`config.mk`:
```
export PLATFORM = sky130hd
export DESIGN_NAME = branch_predictor
export DESIGN_NICKNAME = d
export VERILOG_FILES = /design/src/rtl/branch_predictor_pkg.sv /design/src/rtl/branch_predictor_sat_counter.sv /design/src/rtl/branch_predictor.sv
export SDC_FILE = /design/constraint.sdc
export NUM_CORES = 2
export LEC_CHECK = 0
export ABC_AREA = 1
export BUFFER_PORTS_ARGS = -buffer_cell sky130_fd_sc_hd__buf_4
export CORE_UTILIZATION = 57
export DETAILED_ROUTE_END_ITERATION = 6
export PLACE_DENSITY = 0.77
export SLEW_MARGIN = 20
export SYNTH_ARGS = -nofsm -noshare
export SYNTH_HDL_FRONTEND = slang
export SYNTH_SLANG_ARGS = --single-unit
```
`constraint.sdc`:
```
create_clock -name clock -period 3.9 [get_ports clock]
set_clock_uncertainty 0.05 [all_clocks]
set_input_delay 0 -clock clock [delete_from_list [all_inputs] [get_ports clock]]
set_output_delay 0 -clock clock [all_outputs]
set_load 0.05 [all_outputs]
```
`src/rtl/branch_predictor_pkg.sv`:
```
// Shared constants and types for the BTB-based branch predictor.
package branch_predictor_pkg;

  // Sequential fetch step in bytes
  localparam int unsigned PC_INC = 4;

  // Direction counter value after reset (strongly not-taken)
  localparam int unsigned CTR_RESET = 0;

  // BTB entry field layout when packed as {valid, tag, target, counter}
  localparam int unsigned FLD_CTR_LSB = 0;

  // Width-dependent helpers for the entry layout and counter values
  function automatic int unsigned fld_target_lsb(input int unsigned ctr_w);
    return FLD_CTR_LSB + ctr_w;
  endfunction

  function automatic int unsigned fld_tag_lsb(input int unsigned ctr_w, input int unsigned addr_w);
    return fld_target_lsb(ctr_w) + addr_w;
  endfunction

  function automatic int unsigned ctr_weak_taken(input int unsigned ctr_w);
    return 2 ** (ctr_w - 1);
  endfunction

  // BTB action taken at the resolve edge
  typedef enum logic [1:0] {
    UPD_NONE,
    UPD_BUMP,
    UPD_ALLOC,
    UPD_INVAL
  } upd_e;

endpackage

```
`src/rtl/branch_predictor_sat_counter.sv`:
```
// Saturating up/down counter next-state logic.
module sat_counter #(
  parameter int unsigned W = 2
) (
  input  logic [W-1:0] i_cur,
  input  logic         i_en,
  input  logic         i_inc,
  input  logic         i_dec,
  output logic [W-1:0] o_next
);

  // Step by one in the requested direction, sticking at the rails
  always_comb begin
    o_next = i_cur;
    if (i_en) begin
      if (i_inc && !i_dec && (i_cur != '1)) begin
        o_next = i_cur + W'(1);
      end else if (i_dec && !i_inc && (i_cur != '0)) begin
        o_next = i_cur - W'(1);
      end
    end
  end

endmodule

```
`src/rtl/branch_predictor.sv`:
```
// Direct-mapped BTB with saturating direction counters, D-stage mispredict
// detection and saturating statistics.
module branch_predictor
  import branch_predictor_pkg::*;
#(
  parameter int unsigned ADDR_W  = 32,
  parameter int unsigned INDEX_W = 4,
  parameter int unsigned CTR_W   = 2,
  parameter int unsigned STAT_W  = 32
) (
  input  logic              clock,
  input  logic              reset_n,
  input  logic [ADDR_W-1:0] pcF,
  input  logic              stallD,
  input  logic              flushD,
  output logic              predTakenF,
  output logic [ADDR_W-1:0] predTargetF,
  input  logic              resolveD,
  input  logic              isBranchD,
  input  logic              takenD,
  input  logic [ADDR_W-1:0] targetD,
  output logic              mispredictD,
  output logic [ADDR_W-1:0] redirectPCD,
  output logic [STAT_W-1:0] branchCount,
  output logic [STAT_W-1:0] mispredictCount
);

  localparam int unsigned ENTRIES = 2 ** INDEX_W;
  localparam int unsigned TAG_W   = ADDR_W - INDEX_W - 2;

  logic              r_valid  [ENTRIES];
  logic [TAG_W-1:0]  r_tag    [ENTRIES];
  logic [ADDR_W-1:0] r_target [ENTRIES];
  logic [CTR_W-1:0]  r_ctr    [ENTRIES];

  logic              r_validS;
  logic [ADDR_W-1:0] r_pcS;
  logic              r_predTakenS;
  logic [ADDR_W-1:0] r_predTargetS;

  logic [STAT_W-1:0] r_branchCount;
  logic [STAT_W-1:0] r_mispredictCount;

  logic [INDEX_W-1:0] w_idxF;
  logic [TAG_W-1:0]   w_tagF;
  logic               w_hitF;
  logic [INDEX_W-1:0] w_idxS;
  logic [TAG_W-1:0]   w_tagS;
  logic               w_hitS;
  logic               w_upd;
  upd_e               w_act;
  logic [CTR_W-1:0]   w_ctrNext;
  logic [STAT_W-1:0]  w_branchNext;
  logic [STAT_W-1:0]  w_mispNext;

  assign w_idxF = pcF[INDEX_W+1:2];
  assign w_tagF = pcF[ADDR_W-1:INDEX_W+2];
  assign w_idxS = r_pcS[INDEX_W+1:2];
  assign w_tagS = r_pcS[ADDR_W-1:INDEX_W+2];

  // Fetch lookup: hit and predicted next PC
  always_comb begin
    w_hitF      = r_valid[w_idxF] && (r_tag[w_idxF] == w_tagF);
    predTakenF  = w_hitF && r_ctr[w_idxF][CTR_W-1];
    predTargetF = predTakenF ? r_target[w_idxF] : (pcF + ADDR_W'(PC_INC));
  end

  // D-stage compare of the shadowed prediction against the resolved outcome
  always_comb begin
    mispredictD = 1'b0;
    redirectPCD = '0;
    if (r_validS && resolveD) begin
      if (isBranchD && takenD && (!r_predTakenS || (r_predTargetS != targetD))) begin
        mispredictD = 1'b1;
        redirectPCD = targetD;
      end else if (r_predTakenS && (!isBranchD || !takenD)) begin
        mispredictD = 1'b1;
        redirectPCD = r_pcS + ADDR_W'(PC_INC);
      end
    end
  end

  // Choose the BTB action for the resolving instruction
  always_comb begin
    w_upd  = r_validS && resolveD && !stallD;
    w_hitS = r_valid[w_idxS] && (r_tag[w_idxS] == w_tagS);
    w_act  = UPD_NONE;
    if (w_upd) begin
      if (isBranchD) begin
        if (w_hitS)      w_act = UPD_BUMP;
        else if (takenD) w_act = UPD_ALLOC;
      end else if (w_hitS) begin
        w_act = UPD_INVAL;
      end
    end
  end

  sat_counter #(.W(CTR_W)) u_dir_ctr (
    .i_cur  (r_ctr[w_idxS]),
    .i_en   (1'b1),
    .i_inc  (takenD),
    .i_dec  (!takenD),
    .o_next (w_ctrNext)
  );

  sat_counter #(.W(STAT_W)) u_branch_ctr (
    .i_cur  (r_branchCount),
    .i_en   (w_upd),
    .i_inc  (isBranchD),
    .i_dec  (1'b0),
    .o_next (w_branchNext)
  );

  sat_counter #(.W(STAT_W)) u_misp_ctr (
    .i_cur  (r_mispredictCount),
    .i_en   (w_upd),
    .i_inc  (mispredictD),
    .i_dec  (1'b0),
    .o_next (w_mispNext)
  );

  // BTB storage update at the resolve edge
  always_ff @(posedge clock or negedge reset_n) begin
    if (!reset_n) begin
      for (int unsigned i = 0; i < ENTRIES; i++) begin
        r_valid[i]  <= 1'b0;
        r_tag[i]    <= '0;
        r_target[i] <= '0;
        r_ctr[i]    <= CTR_W'(CTR_RESET);
      end
    end else begin
      case (w_act)
        UPD_BUMP: begin
          r_ctr[w_idxS] <= w_ctrNext;
          if (takenD) r_target[w_idxS] <= targetD;
        end
        UPD_ALLOC: begin
          r_valid[w_idxS]  <= 1'b1;
          r_tag[w_idxS]    <= w_tagS;
          r_target[w_idxS] <= targetD;
          r_ctr[w_idxS]    <= CTR_W'(ctr_weak_taken(CTR_W));
        end
        UPD_INVAL: r_valid[w_idxS] <= 1'b0;
        default: ;
      endcase
    end
  end

  // F->D shadow of the prediction; flush wins over stall
  always_ff @(posedge clock or negedge reset_n) begin
    if (!reset_n) begin
      r_validS      <= 1'b0;
      r_pcS         <= '0;
      r_predTakenS  <= 1'b0;
      r_predTargetS <= '0;
    end else if (flushD) begin
      r_validS     <= 1'b0;
      r_predTakenS <= 1'b0;
    end else if (!stallD) begin
      r_validS      <= 1'b1;
      r_pcS         <= pcF;
      r_predTakenS  <= predTakenF;
      r_predTargetS <= predTargetF;
    end
  end

  // Statistics registers
  always_ff @(posedge clock or negedge reset_n) begin
    if (!reset_n) begin
      r_branchCount     <= '0;
      r_mispredictCount <= '0;
    end else begin
      r_branchCount     <= w_branchNext;
      r_mispredictCount <= w_mispNext;
    end
  end

  assign branchCount     = r_branchCount;
  assign mispredictCount = r_mispredictCount;

endmodule

```
# After elaboration in Yosys (flattened, before gate mapping)
# Cells that the tools add are included.
[op_classes]
n_eq_ne = 11
n_addsub = 6
n_bitwise = 10
order_cmp = 3
reduce_logical = 26
muxes = 54
[ops]
columns = ["op", "n"]
rows = [
  ["512-bit case mux with 2 select lines", 1],
  ["512-bit bitwise mux", 1],
  ["512-bit 2-to-1 mux", 1],
  ["416-bit bitwise mux", 1],
  ["32-bit 2-to-1 mux", 7],
  ["26-bit binary-select mux with 4-bit select", 2],
  ["26-bit 2-to-1 mux", 5],
  ["32-bit binary-select mux with 4-bit select", 1],
  ["32-bit demux with 4-bit select", 1],
  ["26-bit demux with 4-bit select", 1],
  ["32-bit by 1-bit adder with 32-bit output, second input constant", 2],
  ["32-bit by 3-bit adder with 32-bit output, second input constant", 2],
  ["32-bit inequality test, second input constant", 2],
  ["32-bit case mux with 2 select lines", 1],
  ["26-bit equality test", 2],
  ["16-bit bitwise AND", 2],
  ["32-bit bitwise mux", 1],
  ["32-bit inequality test", 1],
  ["16-bit NOT", 2],
  ["16-bit OR", 2],
  ["16-bit case mux with 2 select lines", 1],
  ["2-bit 2-to-1 mux", 12],
  ["2-bit binary-select mux with 4-bit select", 2],
  ["1-bit logical AND", 13],
  ["18 further kinds", 44],
]
[totals]
ff_bits = 1106
output_inout_bits = 130
in_bits = 71

# Depth between registers and ports, before layout
[logic_depth]
depth_word = 12
depth_mapped = 28
mapped_depth_nobuf = 24

# By module
# A second synthesis with hierarchy kept.
[unflattened]
cells_unflattened = 8639
hier_area_um2 = 60953.5
[modules_own_cells]
columns = ["mod", "seq_area_each_um2", "area_per_inst_um2", "cells_per_inst", "instances"]
rows = [
  ["branch_predictor", 27676.5, 56188.9, 7536, 1],
  ["sat_counter (u_misp_ctr)", 0.0, 2327.2, 540, 1],
  ["sat_counter (u_branch_ctr)", 0.0, 2317.2, 539, 1],
  ["sat_counter (u_dir_ctr)", 0.0, 120.1, 24, 1],
]

# Least setup slack after synthesis
# No wires, ideal clock.
[synth_path]
kind = "reg-to-reg"
start = "reg r_pcS[3]"
end = "reg r_target[100] in the netlist's numbering"
setup_slack_ps = 28
n_path_buf = 6
arrival_time_ps = 3692
path_stages_with_launch = 28
t_required_ps = 3720
setup_time_ps = 130
path_cell_list = "dfrtp_1 buf_2 inv_2 buf_2 clkbuf_1 o211ai_1 nand2_1 nand2_1 nand2_1 nor2_1 nand2_1 nand2_1 nor3_1 nand2_1 nor2_1 nand2_1 nor2_1 nor2_1 nor2_1 ha_1 clkbuf_1 inv_1 o21ai_1 clkbuf_1 nand2_1 clkbuf_1 nand2_1 o21ai_0"
[synth_via]
elab_chain_cells = 12
elab_cells_between_ends = 26
classes_between = "order compare: 2; eq/ne: 4; mux: 15; bitwise: 1; reduce/logical: 4"
[synth_rtl]
columns = ["element", "line_no", "text"]
rows = [
  ["start, declared", "branch_predictor.sv:37", "logic [ADDR_W-1:0] r_pcS;"],
  ["start signal, assigned", "branch_predictor.sv:161", "r_pcS <= pcF;"],
  ["4-bit NOT with 5-bit output (not written as such) (*)", "branch_predictor.sv:86, branch_predictor.sv:135, branch_predictor.sv:140", ""],
  ["26-bit binary-select mux with 4-bit select", "branch_predictor.sv:86", "w_hitS = r_valid[w_idxS] && (r_tag[w_idxS] == w_tagS);"],
  ["26-bit 2-to-1 mux (not written as such) (2 in series)", "branch_predictor.sv:86", ""],
  ["26-bit equality test", "branch_predictor.sv:86", ""],
  ["1-bit logical AND", "branch_predictor.sv:86", ""],
  ["2-bit 2-to-1 mux, on equally long branches", "branch_predictor.sv:92, branch_predictor.sv:90", ""],
  ["2-bit 2-to-1 mux", "branch_predictor.sv:89", "if (isBranchD) begin"],
  ["2-bit 2-to-1 mux", "branch_predictor.sv:88", "if (w_upd) begin"],
  ["2-bit by 1-bit equality test with 1-bit output or 2-bit equality test (tied branches)", "branch_predictor.sv:132", "case (w_act)"],
  ["2-bit inequality test (no source line) or 2-bit nonzero test (tied branches)", "--", ""],
  ["2-bit AND reduction (no source line)", "--", ""],
  ["end signal, assigned by index", "branch_predictor.sv:135", "if (takenD) r_target[w_idxS] <= targetD;"],
  ["end signal, assigned by index", "branch_predictor.sv:140", "r_target[w_idxS] <= targetD;"],
  ["end, declared", "branch_predictor.sv:33", "logic [ADDR_W-1:0] r_target [ENTRIES];"],
]
# Mark *: on every way between the ends. The rest lies on a longest branch, timed or not. The select of a mux whose other input is x is not followed.
# A chain may end at the register's enable or synchronous reset.

# Worst setup path after layout
[layout_path]
start = "reg r_pcS[2]"
end = "reg r_target[380] in the netlist's numbering"
# The elaborated chain is that of the path after synthesis.

==> reports/results.md <==
* 61.9k — total via count after detailed routing
* 9396 — placed cell count
* 7 — maximum net fanout on the critical path
* 46.8% — proportion of synthesized chip area in sequential cells
* 8194 — Synthesized Nets
* 21.1% — synthesis-to-finish area growth
* 69.9% — utilization after layout
* 57.7% — initial core utilization
* 4460 ps — worst endpoint required time
* -286 ps — smallest setup slack after layout
* 10.3% — global-route met3 utilization
* 105000 um^2 — Die Outline Area
* 1106 — total of flip-flops plus latches after synthesis
* true — RSZ-0062 raised after global routing
* 0 — number of warnings printed during yosys synthesis
* 0.239 GHz — maximum achievable frequency
* 0.000410 V — worst vdd ir
* 0 — total count of hold-check failures in the final report
* 760 ps — source-to-sink clock delay at the later pin of the worst-skew pair
* 6.32 — routed via count divided by cell count
* 0.254% — arithmetic-cell share of the synthesized area counting full adders, half adders and majority gates
* 201 — count of pins on the block boundary
* 102000 um^2 — core region area
* done — clock tree from TritonCTS
* met2 — global routing's busiest layer
* simple AND/OR/NAND/NOR gates — main combinational cell family by area after synthesis
* 117 — clock buffer count from CTS
* 143000 um — DPL Wire Length
* 324 um — height of the die
* 0 — Overflow after GRT
* 71 — detailed-route DRC error count
* -0.718% — Relative slew margins
* 9540 — Starting DRT DRC Count
* 4750 ps — data arrival time of the worst path
* 28000 um^2 — area occupied by multi-input gates
* 3 — number of H-tree levels
* 3 — CTS max path bufs
* 66.6% — global routing usage on met2
* 1510 ps — Least-Margin Pin Slew
* finished, violations left — outcome
* 56.5k — vias in the first global route
* 1 — number of maximum-capacitance constraint violations
* 1.50% — post-synthesis xor/xnor area fraction
* 7990 — number of filler instances in the final layout
* 246000 um — Final Routed Wirelength
* 8111 — Mapped Cells
* 7 — first-pass iteration count of the detailed router
* 107% — crit share post-route
* 8391 — Net count, final
* 0 — Antenna Violating Nets Remaining
* 346000 um — wire length of the first global-routing pass
* flip-flop to flip-flop — crit path kind
* 1106 — sinks on the clock net
* 17.8% — fraction of the mapped netlist area in compound gates
* 4190 ps — min cycle time layout
* 50 — synth unique cells
* flip-flop — crit path launch type
* 1.04 — placer's final routability congestion estimate
* 200 — PortBufs
* 0% — multiplexer share of the synthesized area
* 55.7% — met1 usage
* flip-flop — kind of capture point of the worst setup path
* 324 um — die width
* 564 — number of failing setup endpoints in the final timing report
* 43.8% — Overall Global Routing Usage
* 117 — floorplan row count
* primary input to flip-flop — Hold/Removal Path Class
* DRC, capacitance limit, slew limit, setup timing — failing checks
* 25.4% — simple logic cell fraction of the synthesized area
* sky130_fd_sc_hd__clkbuf_16 — Root Buffer Master
* 151 — largest net degree at the start of global routing
* 27700 um^2 — FF/Latch Area
* 7 — antenna violations before repair
* 34.0 nW — static power due to leakage
* 6 — final number of max-transition violations
* 9786 — non-filler instance count after layout
* 59100 um^2 — post-synthesis instance area
* 13.3% — ratio of cells with drive above 1 in the final layout
* 25.1 um — detailed-route wire length per cell
* 70 ps — post-CTS clock slew at the launch and capture registers of the worst setup and hold paths
* 442 nW/um^2 — power per cell area
* 7.28 um^2 — Post-Syn Area per Cell
## final cells by class
type | count | area share, %
inverters | 628 | 3.33
clock buffers | 170 | 4.85
flip-flops and latches | 1106 | 38.7
diodes | 6 | 0.0210
multi-input cells | 5802 | 39.1
clock inverters | 53 | 1.00
repair buffers | 653 | 10.6
well taps | 1368 | 2.39
## cells by family after synthesis
kind of cell	after synthesis
DFF	1106
AOI/OAI and AO/OA	1946
adders and majority gates	12
and+or+nand+nor	3740
xor gates and xnor gates	101
buffers and inverters	1206
## power by group
part           internal (W)  switching [W]  leakage [nW]
Sequential           0.0123       0.000728          15.0
Clock               0.00705        0.00504          2.05
Combinational       0.00213        0.00439          16.9
Total                0.0215         0.0102          34.0
## flip-flops by register name, indices dropped and copies added, names as in the netlist, named ones only
register,cells
branchCount,32
mispredictCount,32
r_ctr,32
r_pcS,32
r_predTakenS,1
r_predTargetS,32
r_tag,416
r_target,512
r_validS,1
## per-layer routing
| metal | up-vias | part of all wire [%] |
|---|---|---|
| met3 | 1337 | 12 |
| li1 | 26800 | - |
| met2 | 4567 | 43 |
| met4 | 6 | 9.2 |
| met5 | - | 0.033 |
| met1 | 29200 | 35 |
## repair_timing
item,4_1_cts,5_1_grt
cloned,33,33
hold buffers,73,0
pin swaps,31,61
setup endpoints to repair,881,1006
setup buffers,21,5
gates resized for setup,212,403
hold endpoints to repair,1699,0
## cell usage in the layout (no fill, tap or decap), drive strengths merged, types with 2 or more instances in the layout
cell / instances
nand2: 2493
o21ai: 1447
dfrtp: 1106
nor2: 695
inv: 627
buf: 558
nand3: 370
clkbuf: 193
o211ai: 152
a21oi: 142
o22ai: 104
xor2: 86
dlygate4sd3: 71
nor3: 63
nand4: 44
clkinv: 34
nor4: 31
a31oi: 29
and2: 27
a22oi: 23
a22o: 22
xnor2: 15
bufinv: 13
ha: 12
o221ai: 9
or2: 9
a221oi: 8
clkinvlp: 7
diode: 6
nand3b: 4
o21bai: 4
or3: 3
o2111ai: 2
a211oi: 2
nor4b: 2
## worst paths after layout
check | slack (ps) | endpoint | startpoint | depth (start not counted)
worst max-delay path | -290 | r_target[380]$_DFFE_PN0P_ | r_pcS[2]$_DFFE_PN0P_ | 24
min in group asynchronous | 60 | r_tag[180]$_DFFE_PN0P_ | reset_n | 3
worst min register to register | 430 | r_target[337]$_DFFE_PN0P_ | r_target[337]$_DFFE_PN0P_ | 2
max in group asynchronous | 2910 | r_target[273]$_DFFE_PN0P_ | reset_n | 3
worst min-delay path | 30 | r_predTakenS$_DFFE_PN0P_ | flushD | 4
worst max register to register | -290 | r_target[380]$_DFFE_PN0P_ | r_pcS[2]$_DFFE_PN0P_ | 24
## through the flow
stage / hold WS (ps) / setup TNS, ps / worst slack (ps) / area [um^2] / power, W
after global placement: 20.4 / -82910 / -247 / 63300 / 0.0188
final: 27.6 / -72460 / -286 / 71500 / 0.0316
after global routing: 49.8 / -144010 / -391 / 71500 / 0.0326
after CTS: 18.7 / -15150 / -122 / 69900 / 0.0312
after detailed placement: 27.8 / -115280 / -285 / 63300 / 0.0190
after floorplan: -346 / 0 / 28.4 / 59100 / 0.0165
## worst max-delay path: stages, from the launching register on
cell and delay [ps]:
sky130_fd_sc_hd__dfrtp_4 520, sky130_fd_sc_hd__buf_12 170, sky130_fd_sc_hd__clkbuf_16 160, sky130_fd_sc_hd__buf_4 150, sky130_fd_sc_hd__o21ai_0 200, sky130_fd_sc_hd__o21ai_0 110
sky130_fd_sc_hd__nand2_1 100, sky130_fd_sc_hd__nand2_1 90, sky130_fd_sc_hd__o21ai_1 290, sky130_fd_sc_hd__nand4_1 190, sky130_fd_sc_hd__nor2_1 130, sky130_fd_sc_hd__nand2_1 70
sky130_fd_sc_hd__nor2_2 140, sky130_fd_sc_hd__buf_6 120, sky130_fd_sc_hd__nand2_2 40, sky130_fd_sc_hd__nand2_2 50, sky130_fd_sc_hd__nand3_2 80, sky130_fd_sc_hd__ha_4 220
sky130_fd_sc_hd__o21ai_4 150, sky130_fd_sc_hd__buf_12 170, sky130_fd_sc_hd__buf_8 140, sky130_fd_sc_hd__nand2_8 160, sky130_fd_sc_hd__buf_16 310, sky130_fd_sc_hd__nand2_2 90
sky130_fd_sc_hd__o21ai_1 90
## synthesized netlist by cell type (all sizes together)
cell type / n / share of area [%]
nor3b: 1 / 0.013
buf: 184 / 1.7
o2111ai: 2 / 0.030
o21ai: 1447 / 12
nor4: 31 / 0.33
and2: 27 / 0.29
a22o: 22 / 0.33
nand4: 44 / 0.47
o211ai: 152 / 1.9
a21oi: 142 / 1.2
or3: 3 / 0.032
nor2: 695 / 4.5
clkinv: 2 / 0.013
a221oi: 8 / 0.12
ha: 12 / 0.25
nand3: 370 / 3.2
xor2: 86 / 1.3
a41oi: 1 / 0.015
o221ai: 9 / 0.13
nor3: 63 / 0.56
nand2: 2490 / 16
dfrtp: 1106 / 47
a22oi: 23 / 0.29
a211oi: 2 / 0.025
or2: 9 / 0.095
clkbuf: 394 / 2.5
nand3b: 4 / 0.051
inv: 626 / 4.0
o22ai: 104 / 1.1
and3: 1 / 0.011
o21a: 1 / 0.013
nor4b: 2 / 0.040
xnor2: 15 / 0.22
o21bai: 4 / 0.051
a31oi: 29 / 0.31
No activity file was read; power rests on OpenSTA's default activity.
